[src/rtl/bp_pkg.sv]
// Shared helpers for the gshare predictor: counter init value, saturating
// counter arithmetic and the index hash that fetch-side models reuse.
package bp_pkg;

  localparam int BP_CTR_MAX_W = 8;
  localparam int BP_IDX_MAX_W = 16;

  typedef logic [BP_CTR_MAX_W-1:0] bp_ctr_t;
  typedef logic [BP_IDX_MAX_W-1:0] bp_idx_t;

  // Weakly-not-taken: the largest value whose MSB is still 0.
  function automatic bp_ctr_t ctr_init(input int ctr_w);
    return bp_ctr_t'((1 << (ctr_w - 1)) - 1);
  endfunction

  function automatic bp_ctr_t sat_inc(input bp_ctr_t v, input int ctr_w);
    bp_ctr_t max_v;
    max_v = bp_ctr_t'((1 << ctr_w) - 1);
    return (v >= max_v) ? max_v : v + bp_ctr_t'(1);
  endfunction

  function automatic bp_ctr_t sat_dec(input bp_ctr_t v);
    return (v == '0) ? v : v - bp_ctr_t'(1);
  endfunction

  function automatic bp_idx_t bp_hash(input bp_idx_t pc, input bp_idx_t ghr);
    return pc ^ ghr;
  endfunction

endpackage

[src/rtl/bp_counter_table.sv]
// Saturating-counter storage with one update port and one read port; the read
// sees a same-cycle update to the same entry.
module bp_counter_table
  import bp_pkg::*;
#(
  parameter int CTR_W = 2,
  parameter int IDX_W = 4
) (
  input  logic             clk,
  input  logic             rst,
  input  logic             i_wr_en,
  input  logic [IDX_W-1:0] i_wr_idx,
  input  logic             i_wr_taken,
  input  logic [IDX_W-1:0] i_rd_idx,
  output logic [CTR_W-1:0] o_rd_ctr
);

  localparam int DEPTH = 1 << IDX_W;
  localparam logic [CTR_W-1:0] CTR_RST = CTR_W'(ctr_init(CTR_W));

  logic [CTR_W-1:0] r_ctr [DEPTH];
  logic [CTR_W-1:0] w_wr_cur;
  logic [CTR_W-1:0] w_wr_next;

  assign w_wr_cur  = r_ctr[i_wr_idx];
  assign w_wr_next = i_wr_taken ? CTR_W'(sat_inc(bp_ctr_t'(w_wr_cur), CTR_W))
                                : CTR_W'(sat_dec(bp_ctr_t'(w_wr_cur)));

  always_ff @(posedge clk) begin
    if (rst) begin
      for (int i = 0; i < DEPTH; i++) r_ctr[i] <= CTR_RST;
    end else if (i_wr_en) begin
      r_ctr[i_wr_idx] <= w_wr_next;
    end
  end

  // Forward the counter being trained this cycle so the lookup never sees stale data.
  assign o_rd_ctr = (i_wr_en && (i_wr_idx == i_rd_idx)) ? w_wr_next : r_ctr[i_rd_idx];

endmodule

[src/rtl/branch_predictor_table.sv]
// gshare branch predictor: request PC XOR global history selects a saturating
// counter; resolved outcomes train the counter and shift into the history.
module branch_predictor_table
  import bp_pkg::*;
#(
  parameter int CTR_W  = 2,
  parameter int IDX_W  = 4,
  parameter int HIST_W = 4
) (
  input  logic             clk,
  input  logic             rst,
  input  logic             req_valid,
  input  logic [IDX_W-1:0] req_pc,
  output logic             pred_valid,
  output logic             pred_taken,
  output logic [IDX_W-1:0] pred_idx,
  input  logic             res_valid,
  input  logic [IDX_W-1:0] res_idx,
  input  logic             res_taken
);

  logic [IDX_W-1:0] w_ghr_ext;
  logic [IDX_W-1:0] w_idx;
  logic [CTR_W-1:0] w_rd_ctr;
  logic             r_pred_valid;
  logic             r_pred_taken;
  logic [IDX_W-1:0] r_pred_idx;

  // History is non-speculative: it shifts only on resolution, newest outcome in the LSB.
  if (HIST_W > 0) begin : g_hist
    logic [HIST_W-1:0] r_ghr;
    always_ff @(posedge clk) begin
      if (rst) begin
        r_ghr <= '0;
      end else if (res_valid) begin
        r_ghr <= HIST_W'({r_ghr, res_taken});
      end
    end
    assign w_ghr_ext = IDX_W'(r_ghr);
  end else begin : g_nohist
    assign w_ghr_ext = '0;
  end

  assign w_idx = IDX_W'(bp_hash(bp_idx_t'(req_pc), bp_idx_t'(w_ghr_ext)));

  bp_counter_table #(
    .CTR_W(CTR_W),
    .IDX_W(IDX_W)
  ) u_table (
    .clk       (clk),
    .rst       (rst),
    .i_wr_en   (res_valid),
    .i_wr_idx  (res_idx),
    .i_wr_taken(res_taken),
    .i_rd_idx  (w_idx),
    .o_rd_ctr  (w_rd_ctr)
  );

  always_ff @(posedge clk) begin
    if (rst) begin
      r_pred_valid <= 1'b0;
      r_pred_taken <= 1'b0;
      r_pred_idx   <= '0;
    end else begin
      r_pred_valid <= req_valid;
      if (req_valid) begin
        r_pred_taken <= w_rd_ctr[CTR_W-1];
        r_pred_idx   <= w_idx;
      end
    end
  end

  assign pred_valid = r_pred_valid;
  assign pred_taken = r_pred_taken;
  assign pred_idx   = r_pred_idx;

endmodule

[config.mk]
export PLATFORM = sky130hd
export DESIGN_NAME = branch_predictor_table
export DESIGN_NICKNAME = d
export VERILOG_FILES = /design/src/rtl/bp_pkg.sv /design/src/rtl/bp_counter_table.sv /design/src/rtl/branch_predictor_table.sv
export SDC_FILE = /design/constraint.sdc
export NUM_CORES = 1
export LEC_CHECK = 0
export ABC_CLOCK_PERIOD_IN_PS = 3470
export BUFFER_PORTS_ARGS = -buffer_cell sky130_fd_sc_hd__buf_2
export CORE_ASPECT_RATIO = 1.5
export CORE_UTILIZATION = 63
export DETAILED_ROUTE_END_ITERATION = 7
export GPL_TIMING_DRIVEN = 0
export PLACE_DENSITY = 0.85
export RECOVER_POWER = 100
export SLEW_MARGIN = 0
export SYNTH_ARGS = -nofsm -noshare
export SYNTH_HDL_FRONTEND = slang
export SYNTH_SLANG_ARGS = --single-unit
[constraint.sdc]
create_clock -name clk -period 3.47 [get_ports clk]
set_input_delay 0 -clock clk [delete_from_list [all_inputs] [get_ports clk]]
set_output_delay 0 -clock clk [all_outputs]
set_load 0.01 [all_outputs]
==> flow_summary.toml <==
[detailed_routing]
post_drt_via_cell_ratio = 6.33
drt_iter0_markers = 118
vias = 1659
drtPass1Iterations = 5
drc = 0
drtAntennaViolNets = 0
drt_wl_total_um = 5240
wl_per_cell_um = 20.0

[synthesis]
synth_nets = 211
synth_top_cell_by_area = "edfxtp_1"
synth_top_cell_area_share_pct = 42.2
yosysWarnings = 0
netlist_area_sq_um = 2280
synth_cells = 198
syn_area_per_cell_sq_um = 11.5
ys_seq_elements = 42
ys_seq_area_share_pct = 51.0
ys_types = 33
synth.area.top_cells = "edfxtp_1, mux4_2, dfxtp_1"

[die]
die_w_um = 51.1
dieArea_sq_um = 3860
fp.coreArea_sq_um = 3420
start_util_pct = 66.7
io_pins = 19
dieHeight_um = 75.6
rows = 26

[clock_network]
cts_resized = 0
cts_setup_buffers = 0
clock-root-buffer = "clkbuf_8"
cts_tree = "done"
clk_latency_ns = 0.31
cts_buffers = 5
clock_sinks = 42
cts.clk_slew.worst_paths_ns = 0.09
hold_buffers = 0
clock_path_buffers = 2
htree_levels = 2

[power]
power_density_nw_per_um2 = 431
ir_drop_v = 0.000344
leakage_nw = 0.852

[final_layout]
fin_cells = 262
layout_common_cells = "nor2_1, edfxtp_1, nand2_1, clkbuf_1"
fin_nets = 232
n_antenna_cell = 0
drive_gt1_share_pct = 17.3
syn2layout_area_growth_pct = 7.80
final_area_sq_um = 2450
final_common_cell = "nor2_1"

[sta]
hold_viol = 0
clock.fmax_ghz = 0.341
finalWorstSetupSlack_ns = 0.537
finalClockSkew_ns = 0.0131
setup_viol = 0
tns_ns = 0
relSlewSlack_pct = 38.5
drv_slew = 0
timing.hold.ws_ns = 0.0225
rsz0062_at_grt = "no"
worst-slew-pin-transition_ns = 0.919
finalCritPeriodShare_pct = 84.5
period_minus_slack_ns = 2.93

[setup_path]
startpoint_type = "flip-flop"
crit_fanout = 10
cp.required_ns = 3.52
crit_type = "reg -> reg"
crit_path_cell_trace = "mux4_2, mux2_1, maj3_1, a22oi_1, buf_4, nor2_1"
reg2reg_depth = 6
setup.worst_path.end_class = "flip-flop"
reg2reg_from = "u_table.r_ctr[5][1]"
rr_endpoint = "u_table.r_ctr[3][1]"
critPathSlowestCell = "a22oi_1"
critPathArrivalTime_ns = 2.99
slowest_delay_ns = 0.71
r2r_slack_ns = 0.54

[placed_design]
pre_cts_slack_ns = 0.927
hpwl_um = 3900
placed_area_sq_um = 2400
place_inst = 254
finalWeightedCongestion = 0.863
io_buffers = 14

[min_path]
hold_depth = 3
hp-class = "in -> reg"
hold_end = "pred_idx[2]"
min_from = "req_valid"

[run]
max_cap_viol_count = 0

[grt]
grt_pass1_wl_um = 7910
antenna_found_initial = 0
grt_pass1_vias = 1680
grt_overflow = 0
grt_start_max_net_pins = 13
grtUsageTotal_pct = 30.2

[status]
status = "completed"
==> sequential cells by signal, summed over array words and instances (netlist names) <==
name and flops:
pred_valid 1, g_hist.r_ghr 4, pred_idx 4, pred_taken 1, u_table.r_ctr 32
==> cells in the mapped netlist <==
master    count
o21bai_1      1
maj3_1        2
or2_2         5
nor2_1       33
a311oi_1      1
edfxtp_1     32
a21oi_1       2
and2_1        1
nor2b_1       4
buf_4         1
nor4_1        1
or3b_2        1
nand3_1      10
inv_1         3
buf_6         2
maj3_2        1
nand4_1       4
dfxtp_1      10
clkbuf_1      8
nand2_1      18
buf_1         1
a31o_2        1
a22oi_4       1
nand3b_1      1
mux2i_1      10
xnor2_1       3
xor2_1        4
mux4_2       12
nand2b_1     12
nor3_1        9
mux2_2        2
mux2i_4       1
buf_2         1
==> worst max-delay path, delay by kind of cell (launching register included) <==
family | cells | cell delay [ns]
muxes | 2 | 0.81
AOI/OAI and AO/OA | 1 | 0.71
DFF | 1 | 0.43
adders and majority gates | 1 | 0.35
buffers and inverters | 1 | 0.31
and+or+nand+nor | 1 | 0.07
==> metrics by stage <==
step / util, % / power [W]
2_1_floorplan: - / 0.000693
3_3_place_gp: 70.3 / 0.000732
3_5_place_dp: 70.3 / 0.000741
4_1_cts: 72.9 / 0.00106
5_1_grt: 71.9 / 0.00109
6_report: 71.9 / 0.00106
==> where the power goes <==
part	total (W)	switching [W]	internal, W
Clock	0.000335	0.000174	0.000161
Sequential	0.000567	0.00000987	0.000557
Combinational	0.000156	0.0000938	0.0000627
Total	0.00106	0.000278	0.000780
==> final cells by class <==
cell class,instances,area [sq um]
Sequential cell,42,1160
Multi-Input combinational cell,140,1010
Fill cell,248,961
Clock buffer,7,86.3
Buffer,13,68.8
Timing Repair Buffer,14,61.3
Tap cell,42,52.6
Inverter,3,11.3
Clock inverter,1,5.00
==> cell families after synthesis <==
kind of cell | after synthesis | share of synthesized area [%]
compound gates | 6 | 2.47
buf+inv | 16 | 3.52
fa+ha+maj | 3 | 1.37
simple gates | 99 | 20.7
flops | 42 | 51.0
xor+xnor | 7 | 2.69
mux | 25 | 18.2
==> worst max-delay path by stage <==
stage / start / to / slack [ns] / cells past startpoint
3_5_place_dp: res_idx[1] / u_table.r_ctr[1][0] / 0.93 / 9
6_report: u_table.r_ctr[5][1] / u_table.r_ctr[3][1] / 0.54 / 6
2_1_floorplan: u_table.r_ctr[7][1] / u_table.r_ctr[10][0] / 1.30 / 6
3_3_place_gp: res_idx[1] / u_table.r_ctr[10][0] / 1.00 / 9
5_1_grt: u_table.r_ctr[5][1] / u_table.r_ctr[9][1] / 0.50 / 6
4_1_cts: u_table.r_ctr[15][1] / u_table.r_ctr[1][0] / 0.97 / 7
==> layer usage <==
metal / track usage [%] / wire length, um / share of wire (%) / up-vias
met5: 0 / 0 / 0 / -
met4: 21.9 / 243 / 4.6 / 0
met3: 6.99 / 360 / 6.9 / 22
met2: 56.3 / 2910 / 55 / 95
met1: 28.5 / 1730 / 33 / 786
li1: - / - / - / 756
Power figures use the tool's default switching activity.
